==> src/rtl/mix_col_pkg.sv <==
// Shared GF(2^8) helpers and FSM state encoding for the MixColumns engine.
// The inverse datapath in the engine is compiled only when
// MIX_COL_ENGINE_INV_EN is defined.
package mix_col_pkg;

    // Low byte of the AES reduction polynomial x^8 + x^4 + x^3 + x + 1.
    localparam logic [7:0] GF_POLY = 8'h1b;

    // State | meaning
    // IDLE  | waiting for a block, in_ready high
    // RUN   | transforming COLS_PER_CYC columns per edge
    // DONE  | result held until out_ready
    typedef enum logic [1:0] {
        IDLE = 2'd0,
        RUN  = 2'd1,
        DONE = 2'd2
    } state_t;

    // Multiply by x (i.e. by 02) modulo the field polynomial.
    function automatic logic [7:0] xtime(input logic [7:0] a);
        return {a[6:0], 1'b0} ^ (a[7] ? GF_POLY : 8'h00);
    endfunction

    // General shift-and-add field multiply.
    function automatic logic [7:0] gf_mul(input logic [7:0] a, input logic [7:0] b);
        logic [7:0] p;
        logic [7:0] x;
        logic [7:0] m;
        p = 8'h00;
        x = a;
        m = b;
        for (int i = 0; i < 8; i++) begin
            if (m[0]) p = p ^ x;
            x = xtime(x);
            m = m >> 1;
        end
        return p;
    endfunction

endpackage

==> src/rtl/mix_col_unit.sv <==
// Combinational transform of one 32-bit state column. Byte 0 sits in the
// top bits of the column word. The inverse matrix is built only when
// MIX_COL_ENGINE_INV_EN is defined; otherwise inv is ignored.
module mix_col_unit
    import mix_col_pkg::*;
(
    input  logic [31:0] col_in,
    input  logic        inv,
    output logic [31:0] col_out
);

    logic [7:0]  a0, a1, a2, a3;
    logic [31:0] fwd_col;

    function automatic logic [7:0] fwd_row(input logic [7:0] x0, input logic [7:0] x1,
                                           input logic [7:0] x2, input logic [7:0] x3);
        return xtime(x0) ^ xtime(x1) ^ x1 ^ x2 ^ x3;
    endfunction

    assign a0 = col_in[31:24];
    assign a1 = col_in[23:16];
    assign a2 = col_in[15:8];
    assign a3 = col_in[7:0];

    assign fwd_col = {fwd_row(a0, a1, a2, a3), fwd_row(a1, a2, a3, a0),
                      fwd_row(a2, a3, a0, a1), fwd_row(a3, a0, a1, a2)};

`ifdef MIX_COL_ENGINE_INV_EN
    logic [31:0] inv_col;

    function automatic logic [7:0] inv_row(input logic [7:0] x0, input logic [7:0] x1,
                                           input logic [7:0] x2, input logic [7:0] x3);
        return gf_mul(x0, 8'h0e) ^ gf_mul(x1, 8'h0b) ^ gf_mul(x2, 8'h0d) ^ gf_mul(x3, 8'h09);
    endfunction

    assign inv_col = {inv_row(a0, a1, a2, a3), inv_row(a1, a2, a3, a0),
                      inv_row(a2, a3, a0, a1), inv_row(a3, a0, a1, a2)};

    // Select forward or inverse result.
    always_comb begin
        col_out = fwd_col;
        if (inv) col_out = inv_col;
    end
`else
    logic unused_inv;
    assign unused_inv = inv;

    // Forward-only build.
    always_comb begin
        col_out = fwd_col;
    end
`endif

endmodule

==> src/rtl/mix_col_engine.sv <==
// Block-level MixColumns engine: accepts a 128-bit state, transforms
// COLS_PER_CYC columns per clock in place, then holds the result until the
// consumer takes it. InvMixColumns support is compiled in only when
// MIX_COL_ENGINE_INV_EN is defined.
module mix_col_engine
    import mix_col_pkg::*;
#(
    parameter int COLS_PER_CYC = 1
)
(
    input  logic         clk,
    input  logic         rst,
    input  logic         in_valid,
    output logic         in_ready,
    input  logic [127:0] in_data,
    input  logic         in_inv,
    output logic         out_valid,
    input  logic         out_ready,
    output logic [127:0] out_data,
    output logic         busy
);

    localparam int NSTEP = 4 / COLS_PER_CYC;

    state_t      state;
    logic [1:0]  step;
    logic [31:0] cols_q  [4];
    logic [31:0] col_res [COLS_PER_CYC];
    logic [1:0]  col_idx [COLS_PER_CYC];
    logic        unit_inv;

`ifdef MIX_COL_ENGINE_INV_EN
    logic inv_q;
    assign unit_inv = inv_q;
`else
    logic unused_in_inv;
    assign unused_in_inv = in_inv;
    assign unit_inv      = 1'b0;
`endif

    // One column unit per column handled in a step.
    for (genvar k = 0; k < COLS_PER_CYC; k++) begin : g_col
        assign col_idx[k] = 2'((int'(step) * COLS_PER_CYC) + k);

        mix_col_unit u_unit (
            .col_in  (cols_q[col_idx[k]]),
            .inv     (unit_inv),
            .col_out (col_res[k])
        );
    end

    // Column 0 occupies the most significant word of the bus.
    assign out_data = {cols_q[0], cols_q[1], cols_q[2], cols_q[3]};

    // Handshake FSM with in-place column update and registered status outputs.
    always_ff @(posedge clk) begin
        if (rst) begin
            state     <= IDLE;
            step      <= 2'd0;
            out_valid <= 1'b0;
            busy      <= 1'b0;
            in_ready  <= 1'b1;
            for (int c = 0; c < 4; c++) cols_q[c] <= 32'h0;
`ifdef MIX_COL_ENGINE_INV_EN
            inv_q     <= 1'b0;
`endif
        end else begin
            case (state)
                IDLE: begin
                    if (in_valid) begin
                        cols_q[0] <= in_data[127:96];
                        cols_q[1] <= in_data[95:64];
                        cols_q[2] <= in_data[63:32];
                        cols_q[3] <= in_data[31:0];
`ifdef MIX_COL_ENGINE_INV_EN
                        inv_q     <= in_inv;
`endif
                        step      <= 2'd0;
                        state     <= RUN;
                        busy      <= 1'b1;
                        in_ready  <= 1'b0;
                    end
                end
                RUN: begin
                    for (int k = 0; k < COLS_PER_CYC; k++) cols_q[col_idx[k]] <= col_res[k];
                    if (step == 2'(NSTEP - 1)) begin
                        step      <= 2'd0;
                        state     <= DONE;
                        out_valid <= 1'b1;
                    end else begin
                        step <= step + 2'd1;
                    end
                end
                DONE: begin
                    if (out_ready) begin
                        state     <= IDLE;
                        out_valid <= 1'b0;
                        busy      <= 1'b0;
                        in_ready  <= 1'b1;
                    end
                end
                default: begin
                    state     <= IDLE;
                    out_valid <= 1'b0;
                    busy      <= 1'b0;
                    in_ready  <= 1'b1;
                end
            endcase
        end
    end

endmodule

==> config.mk <==
export PLATFORM = sky130hd
export DESIGN_NAME = mix_col_engine
export DESIGN_NICKNAME = d
export VERILOG_FILES = /design/src/rtl/mix_col_pkg.sv /design/src/rtl/mix_col_unit.sv /design/src/rtl/mix_col_engine.sv
export SDC_FILE = /design/constraint.sdc
export NUM_CORES = 1
export LEC_CHECK = 0
export ABC_AREA = 1
export CORE_MARGIN = 2
export CORE_UTILIZATION = 44
export CTS_CLUSTER_DIAMETER = 200
export DETAILED_ROUTE_END_ITERATION = 10
export HOLD_SLACK_MARGIN = 0.1
export PLACE_DENSITY_LB_ADDON = 0.08
export REMOVE_ABC_BUFFERS = 1
export SYNTH_ARGS = -nofsm -noshare
export SYNTH_HDL_FRONTEND = slang
export SYNTH_SLANG_ARGS = --single-unit
export TNS_END_PERCENT = 50
==> constraint.sdc <==
create_clock -name clk -period 2.6 [get_ports clk]
set_clock_uncertainty 0.15 [all_clocks]
set_input_delay 0.26 -clock clk [delete_from_list [all_inputs] [get_ports clk]]
set_output_delay 0.26 -clock clk [all_outputs]
set_load 0.01 [all_outputs]
Word-level counts from Yosys, hierarchy flattened
Memories as Yosys holds them, arrays and structs flattened. A register that Yosys moved wholly into a read port is not among the register bits.
Index checks and enable logic that the tools add are counted.
{"block": "classes", "n_shift": 0, "addsub": 1, "div_mod_pow": 0, "n_eq_ne": 6, "n_bitwise": 26, "n_lt_le_gt_ge": 0, "multipliers": 0, "muxes": 37, "n_reduce_logical": 7}
{"op": "$mux W32", "count": 5}
{"op": "$xor A8 B8 Y8", "count": 19}
{"op": "$reduce_or A32 Y1", "count": 1}
{"op": "$mux W5", "count": 4}
{"op": "$mux W2", "count": 8}
{"op": "$mux W1", "count": 15}
{"op": "$pmux W1 S3", "count": 3}
{"op": "$reduce_and A3 Y1", "count": 3}
{"op": "$xor A8 B5 Y8", "count": 1}
{"op": "$ne A2 B2 Y1 const B", "count": 3}
{"op": "$pmux W2 S3", "count": 1}
{"op": "$eq A2 B2 Y1 const B", "count": 2}
{"op": "$or A1 B1 Y1", "count": 4}
{"op": "$pmux W2 S2", "count": 1}
{"op": "$add A2 B1 Y2 const B", "count": 1}
{"op": "$eq A2 B1 Y1 const B", "count": 1}
{"op": "$logic_not A2 Y1", "count": 1}
{"op": "$not A1 Y1", "count": 2}
{"op": "$reduce_and A2 Y1", "count": 1}
{"op": "$reduce_bool A2 Y1", "count": 1}
{"block": "word_totals", "elab_cells": 83, "rom_bits": 0, "latchBits": 0, "inputBits": 133, "n_memories": 1, "mem_bits_rw": 128, "reg_bits": 7}
{"memory": "cols_q", "words": 4, "word_bits": 32, "rd": 5, "rd_clocked_by_memory_dff": 1, "wr": 4, "line_no": "mix_col_engine.sv:27", "source": "logic [31:0] cols_q [4];"}

Longest topological paths before layout
{"block": "logic_depth", "depth_word": 7, "ltp_mapped": 16}

By module
Synthesis repeated with hierarchy kept, for this count alone.
{"block": "hier_totals", "hier_cells": 1013, "area_unflattened_um2": 8191.6}
{"mod": "mix_col_engine", "area_per_inst_um2": 6591.3, "n_inst": 1, "seq_area_each_um2": 4023.9, "cells_per_inst": 691}
{"mod": "mix_col_unit", "area_per_inst_um2": 1600.3, "n_inst": 1, "seq_area_each_um2": 0.0, "cells_per_inst": 322}

Worst setup path after synthesis
No wires, ideal clock.
{"block": "synth_timing", "kind": "register to register", "from": "reg state[0]", "to": "mem cols_q[3][0], enable pin", "arrival_time_ns": 1.961, "synth_period_minus_slack_ns": 2.500, "n_path_buf": 1, "slack_ns": 0.100, "path_stages_with_launch": 10, "t_required_ns": 2.061, "cell_sequence": "dfxtp_1 inv_1 nor2_1 inv_1 nor2_1 inv_1 nor2_1 buf_2 inv_1 nand2_1"}
{"item": "start: declaration", "line_no": "mix_col_engine.sv:25", "source": "state_t state;"}
{"item": "start signal: assignment", "line_no": "mix_col_engine.sv:58", "source": "state <= IDLE;"}
{"item": "start signal: assignment", "line_no": "mix_col_engine.sv:79", "source": "state <= RUN;"}
{"item": "start signal: assignment", "line_no": "mix_col_engine.sv:88", "source": "state <= DONE;"}
{"item": "end: declaration", "line_no": "mix_col_engine.sv:27"}

==> run_results.csv <==
group,metric,value,unit
setup_path,crit_path_frequent_cell,"nand2_1",
routing,drc,0,
global_routing,grt_max_degree,89,
floorplan,die_area,0.0219,sq mm
setup_path,crit_fanout,16,
routing,vias,9914,
logic_synthesis,ys_seq_area_frac,0.441,
routing,vias_per_cell,5.17,
routing,wirelength,31600,microns
timing,setup_tns,0,ns
cells_and_area,final_util,0.628,
power,powerDensity,689,mW/mm^2
cells_and_area,drive_above_1_share,0.0546,
setup_path,critPathRequiredTime,2.63,ns
setup_path,cp-end-kind,"register",
power,leakagePower,6.18,nW
status,status,"completed",
floorplan,io_pins,264,
cells_and_area,fin_cells,1918,
setup_path,worst_setup_path_start_kind,"register",
setup_path,path_cells,"inv_2 -> buf_12 -> nand3_1 -> nand2_1 -> inv_1 -> nand2_1 -> nand2_1 -> inv_1 -> nand2_1 -> nand2_1 -> nand2_1 -> nand3_1 -> nand2_1",
cells_and_area,nets,1771,
place,dp_cells,1885,
logic_synthesis,muxShareOfSynthArea,0,
timing,worst_slew_pin_slew,0.489,ns
clock_network,cts_made_buffers,17,
timing,max_freq,0.415,GHz
setup_path,worst_ep_arrival_time,2.44,ns
place,io_buffers,262,
place,place_congestion,0.911,
cells_and_area,final_common_cell,"nand2_1",
timing,max_slew_margin,0.673,
setup_path,critPathKind,"register to register",
logic_synthesis,synth_cell_type_count,23,
logic_synthesis,syn_avg_cell_area,6.64,sq um
clock_network,h-tree-depth,4,
floorplan,die_x,148,microns
timing,rsz0062_at_grt,"no",
logic_synthesis,ys_warn_count,0,
clock_network,clkSinkCount,137,
logic_synthesis,synthCells,1375,
setup_path,cp_num_buf_inv,4,
place,placed_cell_area,0.0122,sq mm
place,dp_hpwl,22500,microns
routing,ant_nets,0,
logic_synthesis,synth-simple-area-share,0.490,
timing,setup_viol,0,
timing,hold_viol,0,
floorplan,fp-row-count,52,
floorplan,start_util,0.450,
timing,fin_ws,0.192,ns
cells_and_area,final_cell_mix,"nand2_1 (877), clkdlybuf4s50_1 (262), nand3_1 (198)",
routing,dr.first_iter.drc_count,643,
timing,min_period,2.41,ns
global_routing,grt_pass1_vias,9561,
cells_and_area,nFillCells,1874,
setup_path,crit_family,"simple AND/OR/NAND/NOR gates",
global_routing,overflow,0,
logic_synthesis,synth_area,0.00913,sq mm
cells_and_area,stdcell_area,0.0128,sq mm
clock_network,clk_pin_slew,0.06,ns
logic_synthesis,synth_top_family_by_area,"simple AND/OR/NAND/NOR gates",
cells_and_area,area_growth,39.6,%
clock_network,hold_buffers,0,
timing,period_share,0.926,
timing,slew_viol_final,0,
job,max-cap-violations,0,
cells_and_area,regArea,0.00403,sq mm
power,ir_drop,488,uV
floorplan,core,0.0203,sq mm
global_routing,antenna_found_initial,2,
clock_network,insertion_delay,0.43,ns
floorplan,die_y,148,microns
logic_synthesis,synth-xor-area-share,0.00288,
place,place_ws,0.231,ns
logic_synthesis,synth_compound_area_frac,0.00466,
setup_path,critPathMaxStageDelay,0.34,ns
clock_network,clockBufferDepth,2,
setup_path,cp_slowest_cell,"dfxtp_2",
routing,drt-pass1-iter-count,5,
logic_synthesis,synthAdderAreaFrac,0.00548,
worst_hold_path,min_path_type,"register to register",
logic_synthesis,ys_ff_latch,137,
clock_network,cts_root_buffer,"clkbuf_16",
routing,wire_per_inst,16.5,microns
global_routing,grt_usage,0.289,
cells_and_area,multiInputGateArea,0.00462,sq mm
global_routing,grt_pass1_wl,48900,microns
clock_network,cts_tree,"yes",
-- cell usage after synthesis --
cell type  number  area (sq um)
buf_2          16          80.1
inv_1          53           199
nor2_1         12          45.0
clkbuf_1       14          52.6
edfxtp_1      128          3840
xnor2_1         2          17.5
inv_4           1          6.26
dfxtp_1         9           180
nand2_1       881          3310
nand4_1         3          18.8
buf_6           6          67.6
xor2_1          1          8.76
a32o_1          1          10.0
inv_2           6          22.5
a21oi_1         4          20.0
ha_1            4          50.1
nand3b_1        2          15.0
o211ai_1        1          7.51
o21ai_0         1          5.00
nand2_2        16           100
nand3_1       198           991
buf_1           9          33.8
buf_4           7          52.6
-- worst min-delay path, stage by stage (launching register included) --
cell and delay [ns]:
dfxtp_1 0.31, nand2_1 0.06, a21oi_1 0.05
-- final timing paths --
check            from             to  slack (ns)  depth (start not counted)
max          register  cols_q[3][12]        0.19                         13
min              busy           busy        0.32                          2
max reg2reg  register  cols_q[3][12]        0.19                         13
min reg2reg      busy           busy        0.32                          2
-- flip-flops by register name, summed over array words and instances, names as in the netlist, named ones only --
| register | count |
|---|---|
| busy | 1 |
| in_ready | 1 |
| cols_q | 128 |
| step | 2 |
| out_valid | 1 |
| state | 2 |
-- metal layers --
metal / GRT usage / part of all wire / vias up
met2: 0.498 / 0.48 / 459
met4: 0.108 / 0.035 / 0
li1: - / - / 4921
met5: 0 / 0 / -
met3: 0.0709 / 0.096 / 86
met1: 0.350 / 0.39 / 4448
-- logic make-up after synthesis --
kind of cell               count (synthesis)
AOI/OAI and AO/OA                          7
xor gates and xnor gates                   3
adders and majority gates                  4
buffers and inverters                    112
DFF                                      137
and+or+nand+nor                         1112
-- stage by stage --
step / hold slack [ns] / total power [W]
6_report: 0.315 / 0.00879
5_1_grt: 0.339 / 0.00930
4_1_cts: 0.319 / 0.00876
3_5_place_dp: 0.308 / 0.00646
3_3_place_gp: 0.306 / 0.00640
2_1_floorplan: 0.179 / 0.00503
-- power breakdown --
group / leakage, nW / total [W] / internal, W / switching, W
Sequential: 1.46 / 0.00288 / 0.00273 / 0.000152
Clock: 0.259 / 0.00231 / 0.00131 / 0.000994
Combinational: 4.47 / 0.00360 / 0.00131 / 0.00229
Total: 6.18 / 0.00879 / 0.00535 / 0.00343
-- layout make-up --
| class | count | share of cell area |
|---|---|---|
| multi-input cells | 1126 | 0.362 |
| flip-flops and latches | 137 | 0.316 |
| repair buffers | 292 | 0.234 |
| clock buffers | 17 | 0.0334 |
| well taps | 270 | 0.0265 |
| inverters | 60 | 0.0181 |
| clock inverters | 15 | 0.00981 |
| diodes | 1 | 0.000196 |
-- repair_timing --
item	4_1_cts	5_1_grt
gates resized for setup	0	1
endpoints found under the setup margin	0	6
setup buffers	0	0
Power figures use the tool's default switching activity.
==> RTL edit (config.mk and constraints unchanged) <==
Encoding of `state_t`: now one-hot (3 bits for 3 states).
--- a/src/rtl/mix_col_pkg.sv
+++ b/src/rtl/mix_col_pkg.sv
@@ -10,10 +10,10 @@
     // IDLE  | waiting for a block, in_ready high
     // RUN   | transforming COLS_PER_CYC columns per edge
     // DONE  | result held until out_ready
-    typedef enum logic [1:0] {
-        IDLE = 2'd0,
-        RUN  = 2'd1,
-        DONE = 2'd2
+    typedef enum logic [2:0] {
+        IDLE = 3'b001,
+        RUN  = 3'b010,
+        DONE = 3'b100
     } state_t;
 
     // Multiply by x (i.e. by 02) modulo the field polynomial.
Function: same outputs for any inputs over 4 cycles, from zero or initial values and one cycle with rst high; so few cycles prove little.
==> RTL edit against the unedited design <==
- clock power rose by 9.5%
- worst setup slack better by 81 ps
- cell area increased by 0.94%
- via count shrank 0.46%
- routed wire length is 0.23% lower
- synthesized area increased by 0.37%
- critical path depth did not move
- count of clock-buffer cells in the layout increased by 6
- combinational power decreased by 28%
- sequential cell count is 1 higher
- sequential share of layout area down 0.14 points
- power fell by 9.6%
- largest cell class unchanged
- highest routed layer unchanged
==> RTL edit: results (changes against the unedited design) <==
async_reset_ff_share_pct: 0  # unchanged
tightest_slew_ps: 433  # -55.4 ps
clock_tree.htree_level_count: 4  # unchanged
grt_max_degree: 70  # -21%
crit_fanout: 31  # +15
synth_top_family_by_area: "simple AND/OR/NAND/NOR gates"
gp_congestion: 0.899  # -1.3%
grt_pass1_vias: 9338  # -2.3%
yosysSeqAreaShare_pct: 44.1  # +0.056 points
nets: 1764  # -0.40%
hold_viol: 0  # unchanged
synthTopCellsByCount: "nand2_1, nand3_1, edfxtp_1"
yosysWarnings: 0  # unchanged
hp-start: "out_valid"
synth_fa_ha_area_share_pct: 0.546  # -0.0020 points
drive_gt1_share_pct: 5.37  # -0.099 points
vdd_drop_max_v: 0.000497  # +1.9%
dp_hpwl_mm: 22.7  # +0.89%
hp-class: "register to register"
yosys-top-cells-area: "edfxtp_1, nand2_1, nand3_1, dfxtp_1, inv_1"
reg.largest.list: "cols_q: 128 flops, state: 3 flops, step: 2 flops"
synth_xor_area_share_pct: 0.546  # +0.26 points
cp-start-kind: "register"
grt_pass1_wl_mm: 48.8  # -0.18%
clockBufferDepth: 2  # unchanged
synthMuxAreaShare_pct: 0  # unchanged
status: "finished, final reports clean"
num-fill-cells: 1901  # +1.4%
numCtsBuffers: 17  # unchanged
p_leak_nw: 6.23  # +0.75%
portBuffers: 262  # unchanged
post_cts_buffers: 0  # unchanged
num_vias: 9868  # -0.46%
firstDrtPassIters: 7  # +2
track_usage_pct: 28.7  # -0.12 points
clkTransAtPathRegs_ps: 60  # about the same
clkLatencyLatePin_ps: 430  # about the same
drt_iter0_markers: 752  # +17%
synth.distinct_cells: 30  # +30%
synth_compound_area_share_pct: 0.751  # +0.28 points
antenna_found_initial: 1  # -1
arrival_ps: 2350  # -90 ps
wl_per_cell_um: 16.5  # +0.13%
[RTL edit: logic make-up after synthesis]
group | count (synthesis)
buf+inv | 110
xor+xnor | 4
compound gates | 11
simple gates | 1105
fa+ha+maj | 4
flops | 138
[RTL edit: timing repair]
action	CTS	global route
gates resized for setup	0	1
setup endpoints to repair	0	4
hold buffers	0	0
[RTL edit: worst max-delay path, stage by stage (launching register included)]
cell	delay (ps)
dfxtp_2	350
inv_4	210
buf_12	240
nand2_1	70
nand3_1	80
nand2_1	150
inv_1	130
nand2_1	80
nand2_1	140
inv_1	80
nand2_1	70
nand3_1	140
nand3_1	100
nand2_1	50
[RTL edit: cell type report]
cell class	count	area (um^2)	area share (%)
Clock buffer	23	553	4.30
Clock inverter	9	67.6	0.525
Timing Repair Buffer	288	3000	23.3
Sequential cell	138	4050	31.4
Inverter	58	220	1.71
Multi-Input combinational cell	1124	4650	36.1
Antenna cell	1	2.50	0.0194
Tap cell	270	338	2.62
[RTL edit: layer usage]
layer | GRT usage (%) | vias to the layer above | part of all wire, %
li1 | - | 4910 | -
met1 | 36.4 | 4502 | 41
met2 | 49.4 | 417 | 49
met3 | 6.07 | 39 | 8.5
met4 | 8.90 | 0 | 2.0
met5 | 0 | - | 0
[RTL edit: final timing paths]
check                  to  slack, ps  depth (start not counted)
max          cols_q[0][9]        270                         13
max reg2reg  cols_q[0][9]        270                         13
min reg2reg     out_valid        300                          2
min             out_valid        300                          2
[RTL edit: metrics by stage]
| step | instances | cell area [um^2] | worst slack, ps | TNS, ps |
|---|---|---|---|---|
| after floorplan | 1320 | 8880 | -2360 | -341660 |
| after global placement | 1878 | 12200 | 280 | 0 |
| after CTS | 1910 | 12900 | 222 | 0 |
| after global routing | 1911 | 12900 | 98.5 | 0 |
| after detailed placement | 1878 | 12200 | 243 | 0 |
| final | 1911 | 12900 | 273 | 0 |
[RTL edit: report_power, final]
part | switching [mW] | internal (mW)
Sequential | 0.135 | 2.70
Clock | 1.02 | 1.51
Combinational | 1.57 | 1.01
Total | 2.72 | 5.22
